`config.mk`:
```
export PLATFORM = sky130hd
export DESIGN_NAME = pattern_det
export DESIGN_NICKNAME = d
export VERILOG_FILES = /design/src/rtl/pattern_det.sv
export SDC_FILE = /design/constraint.sdc
export NUM_CORES = 1
export LEC_CHECK = 0
export ABC_CLOCK_PERIOD_IN_PS = 2540
export CAP_MARGIN = 20
export CORE_MARGIN = 3
export CORE_UTILIZATION = 48
export CTS_CLUSTER_DIAMETER = 40
export CTS_CLUSTER_SIZE = 25
export DETAILED_ROUTE_END_ITERATION = 10
export HOLD_SLACK_MARGIN = 0.06
export PLACE_DENSITY = 0.79
export SLEW_MARGIN = 20
export SYNTH_ARGS = -nofsm -noshare
export SYNTH_HDL_FRONTEND = slang
export SYNTH_SLANG_ARGS = --single-unit
```
`constraint.sdc`:
```
create_clock -name clk -period 2.54 [get_ports clk]
set_input_delay 0.254 -clock clk [delete_from_list [all_inputs] [get_ports clk]]
set_output_delay 0.254 -clock clk [all_outputs]
set_load 0.005 [all_outputs]
```
`src/rtl/pattern_det.sv`:
```
// Serial pattern detector: compares a sliding window of accepted bits against a
// loadable pattern and emits a one-cycle registered pulse plus a saturating match count.
module pattern_det #(
    parameter int                 PAT_LEN = 4,
    parameter logic [PAT_LEN-1:0] DEF_PAT = 4'b1001,
    parameter int                 OVERLAP = 1,
    parameter int                 CNT_W   = 8
) (
    input  logic               clk,
    input  logic               rst,
    input  logic               seqIn,
    input  logic               seqValid,
    input  logic               cfgLoad,
    input  logic [PAT_LEN-1:0] cfgPat,
    input  logic               cntClr,
    output logic               detOut,
    output logic [CNT_W-1:0]   detCnt,
    output logic [PAT_LEN-1:0] curPat
);

    localparam int               FILL_W   = $clog2(PAT_LEN + 1);
    localparam logic [FILL_W-1:0] FILL_MAX = FILL_W'(PAT_LEN);
    localparam logic [FILL_W-1:0] FILL_ONE = FILL_W'(1);
    localparam logic [CNT_W-1:0]  CNT_MAX  = {CNT_W{1'b1}};
    localparam logic [CNT_W-1:0]  CNT_ONE  = CNT_W'(1);

    logic [PAT_LEN-1:0] historyReg, historyNext, shifted;
    logic [FILL_W-1:0]  fillReg, fillNext, fillInc;
    logic [PAT_LEN-1:0] curPatReg, curPatNext;
    logic [CNT_W-1:0]   cntReg, cntNext;
    logic               detReg, match;

    // Window and fill as they would look if the current bit is accepted.
    assign shifted = {historyReg[PAT_LEN-2:0], seqIn};
    assign fillInc = (fillReg == FILL_MAX) ? FILL_MAX : fillReg + FILL_ONE;

    // A pending pattern load takes the edge, so the offered bit cannot match.
    assign match = seqValid && !cfgLoad && (fillInc == FILL_MAX) && (shifted == curPatReg);

    always_comb begin
        historyNext = historyReg;
        fillNext    = fillReg;
        curPatNext  = curPatReg;
        if (cfgLoad) begin
            curPatNext = cfgPat;
            fillNext   = '0;
        end else if (seqValid) begin
            historyNext = shifted;
            fillNext    = (match && OVERLAP == 0) ? '0 : fillInc;
        end
    end

    always_comb begin
        cntNext = cntReg;
        if (cntClr) begin
            cntNext = match ? CNT_ONE : '0;
        end else if (match && cntReg != CNT_MAX) begin
            cntNext = cntReg + CNT_ONE;
        end
    end

    always_ff @(posedge clk or posedge rst) begin
        if (rst) begin
            historyReg <= '0;
            fillReg    <= '0;
            curPatReg  <= DEF_PAT;
            cntReg     <= '0;
            detReg     <= 1'b0;
        end else begin
            historyReg <= historyNext;
            fillReg    <= fillNext;
            curPatReg  <= curPatNext;
            cntReg     <= cntNext;
            detReg     <= match;
        end
    end

    assign detOut = detReg;
    assign detCnt = cntReg;
    assign curPat = curPatReg;

endmodule

```
Word level (Yosys, flattened, before mapping)
Index checks and enable logic that the tools add are counted.
{"block": "op_classes", "add_sub_neg": 2, "eq_ne": 4, "muxes": 6, "bitwise_logic": 1, "reduce_logical": 8}
{"operator": "$mux 8", "count": 2}
{"operator": "$mux 3", "count": 3}
{"operator": "$add 8x1->8 const B", "count": 1}
{"operator": "$ne 8x8->1 const B", "count": 1}
{"operator": "$eq 3x3->1 const B", "count": 2}
{"operator": "$eq 4x4->1", "count": 1}
{"operator": "$logic_and 1x1->1", "count": 4}
{"operator": "$reduce_bool 2->1", "count": 2}
{"operator": "$add 3x1->3 const B", "count": 1}
{"operator": "$reduce_and 2->1", "count": 1}
{"operator": "$logic_not 1->1", "count": 1}
{"operator": "$mux 1", "count": 1}
{"operator": "$not 1->1", "count": 1}
{"block": "word_totals", "ff_bits": 19, "out_inout_bits": 13, "wordCells": 26}

Longest topological paths before layout
{"block": "depth", "depth_word": 8, "depth_mapped": 8, "depth_no_buf": 7}

Least setup slack after synthesis
No wires, ideal clock.
{"block": "synth_path", "path_kind": "register to register", "startpoint": "register fillReg[0]", "endpoint": "register cntReg[3] (netlist: detCnt[3])", "setup_ps": 78, "arrival_time_ps": 1734, "required_time_ps": 2462, "path_slack_ps": 728, "path_stages_with_launch": 8, "n_path_buf": 1, "synth_period_minus_slack_ps": 1812, "cell_sequence": "dfrtp_1 inv_1 ha_1 o21ai_0 nand4b_4 buf_6 or3_1 a21oi_1"}
{"block": "synth_via", "elab_chain_len": 7, "word_cells_on_any_way": 8, "cone_classes": "1 x add/sub; 2 x eq/ne; 1 x mux; 4 x reduce/logical"}
{"element": "start, declared", "line": "28", "text": "logic [FILL_W-1:0] fillReg, fillNext, fillInc;"}
{"element": "start signal, assigned", "line": "71", "text": "fillReg <= fillNext;"}
{"element": "$add 3x1->3 or $eq 3x3->1 (tied branches)", "line": "35", "text": "assign fillInc = (fillReg == FILL_MAX) ? FILL_MAX : fillReg + FILL_ONE;"}
{"element": "$mux 3 (*)", "line": "35"}
{"element": "$eq 3x3->1 (*)", "line": "38", "text": "assign match = seqValid && !cfgLoad && (fillInc == FILL_MAX) && (shifted == curPatReg);"}
{"element": "$logic_and 1x1->1 (*) (2 in series)", "line": "38"}
{"element": "$logic_and 1x1->1 (*)", "line": "57", "text": "end else if (match && cntReg != CNT_MAX) begin"}
{"element": "$reduce_bool 2->1 (no line) (*)"}
{"element": "end signal, assigned", "line": "73", "text": "cntReg <= cntNext;"}
{"element": "end, declared", "line": "30", "text": "logic [CNT_W-1:0] cntReg, cntNext;"}
Every way passes the cells marked *; elsewhere a longest branch is shown, timed or not.
A chain may end at the register's enable or synchronous reset.

Worst setup path in the final report
{"block": "layout_path", "startpoint": "register fillReg[0]", "endpoint": "register cntReg[2] (netlist: detCnt[2])"}
Same word-level chain as after synthesis.

==> flow_summary.ini <==
[timing]
tightest_slew_ns = 0.708
clock.fmax_mhz = 496
tns_ns = 0
drv_slew = 0
rsz0062_at_grt = false
hold_viol_final = 0
finalCriticalPeriod_ns = 2.01
period_share = 0.793
fin_ws_ns = 0.525
setup_violations = 0
worst_clock_skew_ns = 0.0100
slew-limit-headroom = 0.524

[power]
seqPwrFrac = 0.584
ir_drop_mv = 0.354
power_frac_comb = 0.164
power_uw = 586
p_sw_uw = 144
p_int_uw = 441
p_clk_frac = 0.251
swShare = 0.246
leakage_uw = 0.000531
p_per_area_nw_per_um2 = 463

[routing]
dr_total_vias = 784
initialDrtViolationCount = 19
drc = 0
via_per_inst = 5.60
wl_per_cell_um = 13.6
drt-total-wl_um = 1900
dr.pass1.iters = 4
final_antenna_net_count = 0

[worst_hold_path]
worst_hold_path_type = in2async

[place]
dp_hpwl_um = 1450
post_dp_cell_area_um2 = 1240
gp_congestion = 0.745
port_buffers = 22
pre_cts_ws_ns = 0.309

[global_routing]
grt_pass1_wl_um = 3220
antenna_found_initial = 0
grt_overflow_total = 0
grt_max_degree = 20
grt_pass1_vias = 713
grtUsageTotal = 0.157

[cts]
clock_sinks = 19
clk_path_buf_depth = 2
hold_buffers = 0
clk_pin_slew_ns = 0.11
clockRootBuffer = clkbuf_4
post-cts-setup-buffer-count = 0
cts.htree.levels = 1
cts_tree = done
cts_buffers = 3
worst_skew_pair.late_latency_ns = 0.29
cts_resized = 0

[die]
fp.dieW_um = 51.9
fp.dieArea_um2 = 2690
io_pins = 23
fp-row-count = 15
die_height_um = 51.9
start_util = 0.544
core_um2 = 1860

[synth]
avgSynthCellArea_um2 = 11.0
async_flop_share = 1.00
synth.distinct_cells = 31
synth-warning-count = 0
post-synth-top-count-cell = dfrtp_1
synth.area.top_cells = dfrtp_1 42%, mux2_2 10%, dfstp_2 5.2%, ha_1 3.7%, a21oi_1 3.5%
synth_area_leader_cell = dfrtp_1
syn-cell-area_um2 = 1010
ys_seq_elements = 19
synthesis.nets = 105
synth_top_area_frac = 0.421
yosys-top-cells-count = 17 x dfrtp_1, 9 x mux2_2, 7 x a21oi_1
synth_edf_count = 0
yosysSeqAreaShare = 0.473
synthCells = 92
synthFlopType = dfrtp_1

[cells_and_area]
final_util = 0.681
fin_nets = 129
syn_to_final_growth_pct = 25.2
layout-drive-gt1-share = 0.157
stdcell_area_um2 = 1270
antenna_cells = 0

[setup_path]
worst-endpoint-required_ns = 2.72
end_kind = flop
crit_fanout = 15
r2r_setup_slack_ns = 0.53
worstSetupStartpointType = flop
path_class = reg2reg
cp.arrival_ns = 2.19

[job]
maxCapViolCount = 0

[outcome]
status = complete, no violations
## power groups by stage
| stage | Clock, µW | Combinational [µW] | Sequential, µW |
|---|---|---|---|
| 2_1_floorplan | 0 | 61.5 | 345 |
| 3_3_place_gp | 0 | 96.1 | 348 |
| 3_5_place_dp | 0 | 97.7 | 349 |
| 4_1_cts | 151 | 98.1 | 343 |
| 5_1_grt | 166 | 106 | 347 |
| 6_report | 147 | 96.1 | 342 |
## cells by family after synthesis
logic type | after synthesis | share of synthesized area
xor+xnor | 4 | 0.0347
flops | 19 | 0.473
fa+ha+maj | 3 | 0.0371
mux | 9 | 0.100
simple gates | 32 | 0.213
compound gates | 17 | 0.101
buf+inv | 8 | 0.0408
## layout by cell type, fill, tap and decap left out, drive strengths merged, types with 3 or more instances in the layout
master	count
a21oi	7
clkbuf	4
clkdlybuf4s50	22
dfrtp	17
ha	3
inv	5
mux2	9
nand2	5
nand2b	3
nand3	4
nand4b	3
nor2	3
nor2b	4
o21ai	6
xor2	3
## registers in the layout (all words and copies together) (netlist names)
| register | flops |
|---|---|
| fillReg | 3 |
| detOut | 1 |
| curPat | 4 |
| detCnt | 8 |
| historyReg | 3 |
## cell type report
class	count	area, µm²
fillers	138	592
multi-input cells	65	492
flip-flops and latches	19	478
repair buffers	22	220
well taps	25	31.3
clock buffers	4	26.3
inverters	5	18.8
## stage by stage
| stage | hold slack [ns] | cells |
|---|---|---|
| CTS | 0.393 | 140 |
| floorplan | 0.204 | 92 |
| global route | 0.401 | 140 |
| global placement | 0.526 | 136 |
| finish | 0.363 | 140 |
| detailed placement | 0.530 | 136 |
## metal layers
layer  up-vias  global-route usage  part of all wire
li1        376                   -                 -
met1       378               0.223              0.43
met2        26               0.247              0.50
met3         4              0.0258             0.056
met4         0              0.0393             0.013
met5         -                   0                 0
## path summary, 6_finish.rpt
check / startpoint / to / cells after the start
setup / recovery: fillReg[0]$_DFFE_PP0P_ / detCnt[2]$_DFFE_PP0P_ / 6
hold / removal: rst / detOut$_DFF_PP0_ / 2
setup reg to reg: fillReg[0]$_DFFE_PP0P_ / detCnt[2]$_DFFE_PP0P_ / 6
hold reg to reg: historyReg[2]$_DFFE_PP0P_ / historyReg[2]$_DFFE_PP0P_ / 1
max in group asynchronous: rst / fillReg[0]$_DFFE_PP0P_ / 2
min in group clk: historyReg[2]$_DFFE_PP0P_ / historyReg[2]$_DFFE_PP0P_ / 1
## critical path, cell delays in order, from the launching register on
cell and delay, ns:
dfrtp_1 0.38, inv_1 0.08, ha_1 0.30, o21ai_0 0.29
nand4b_4 0.24, nor3b_1 0.25, mux2_2 0.35
(Power assumes the default switching activity.)
==> patch, RTL diff (config.mk and constraints unchanged) <==
Remove the register `detReg`: a continuous assignment takes its place, so the output `detOut` follows one clock earlier.
--- a/src/rtl/pattern_det.sv
+++ b/src/rtl/pattern_det.sv
@@ -65,15 +65,15 @@
             fillReg    <= '0;
             curPatReg  <= DEF_PAT;
             cntReg     <= '0;
-            detReg     <= 1'b0;
         end else begin
             historyReg <= historyNext;
             fillReg    <= fillNext;
             curPatReg  <= curPatNext;
             cntReg     <= cntNext;
-            detReg     <= match;
         end
     end
+
+    assign detReg = match;
 
     assign detOut = detReg;
     assign detCnt = cntReg;
Check against the original RTL: not equivalent (a bounded check fails within 4 cycles, from zero or initial values and one cycle with rst high).
==> patch against the original RTL <==
- critical path type is now flip-flop to primary output
- wire length fell by 1.2%
- first-iteration DRC count fell by 47%
- worst setup slack got worse by 0.33 ns
- total power rose by 2.2%
- sequential cell count fell by 1
- design area fell by 0.59%
- clock power rose by 20%
- area after synthesis fell by 2.5%
==> patch: results (changes against the original RTL) <==
Run status = finished, final reports clean (unchanged)
Peak VDD IR = 0.362 mV (was 0.354 mV)
Most frequent cells after synthesis = 16 x dfrtp_1, 9 x mux2_2, 7 x a21oi_1 (was 17 x dfrtp_1, 9 x mux2_2, 7 x a21oi_1)
GR Util met3 = 0.0350 (was 0.0258)
Seq/Total Area, Yosys = 0.459 (was 0.473)
Vias in the first global route = 731 (was 713)
Fin util = 0.684 (was 0.681)
Met2 Use GR = 0.268 (was 0.247)
XOR/XNOR share of the synthesized area = 0.0355 (was 0.0347)
Syn avg cell area = 10.8 um2 (was 11.0 um2)
Area after DPL = 1220 um2 (was 1240 um2)
CP max stage cell = clkdlybuf4s50_1 (was dfrtp_1)
GRT Resource Usage Total = 0.164 (was 0.157)
Delay-heaviest family, CP = buffers and inverters (was simple AND/OR/NAND/NOR gates)
Worst Tran Pin Value = 0.687 ns (was 0.708 ns)
Seq pwr = 0.326 mW (was 0.342 mW)
Met1 Use GR = 0.210 (was 0.223)
Final Routed Wirelength = 1880 um (was 1900 um)
Final HPWL DP = 1420 um (was 1450 um)
Worst Skew = 0.00221 ns (was 0.0100 ns)
Initial drt markers = 10 (was 19)
Pleak = 0.528 nW (was 0.531 nW)
Number of fillers in the final layout = 150 (was 138)
Arrival @ worst endpoint = 2.09 ns (was 2.19 ns)
Top cells by area, synth = dfrtp_1 41%, mux2_2 10%, dfstp_2 5.3% (was dfrtp_1 42%, mux2_2 10%, dfstp_2 5.2%)
Wl on met1 = 917 um (was 814 um)
Met2 routed WL = 876 um (was 955 um)
Total number of vias = 755 (was 784)
Combinational power = 0.0969 mW (was 0.0961 mW)
CP max stage delay = 0.50 ns (was 0.38 ns)
Pin count of the biggest net entering global routing = 19 (was 20)
Complex-gate fraction of the synthesized area = 0.104 (was 0.101)
Post-synthesis net count = 104 (was 105)
## patch: cell type report
class / instances / area share
inverters: 5 / 0.0149
repair buffers: 23 / 0.181
flip-flops and latches: 18 / 0.360
well taps: 25 / 0.0249
clock buffers: 4 / 0.0288
multi-input cells: 65 / 0.391
## patch: final timing paths
check	startpoint	endpoint	slack [ns]	depth (start not counted)
min in group clk	historyReg[2]$_DFFE_PP0P_	historyReg[2]$_DFFE_PP0P_	0.54	1
worst max-delay path	fillReg[0]$_DFFE_PP0P_	detOut	0.20	6
worst min-delay path	rst	detCnt[5]$_DFFE_PP0P_	0.35	2
worst min register to register	historyReg[2]$_DFFE_PP0P_	historyReg[2]$_DFFE_PP0P_	0.54	1
max in group asynchronous	rst	detCnt[1]$_DFFE_PP0P_	1.76	2
worst max register to register	fillReg[0]$_DFFE_PP0P_	detCnt[5]$_DFFE_PP0P_	0.56	6
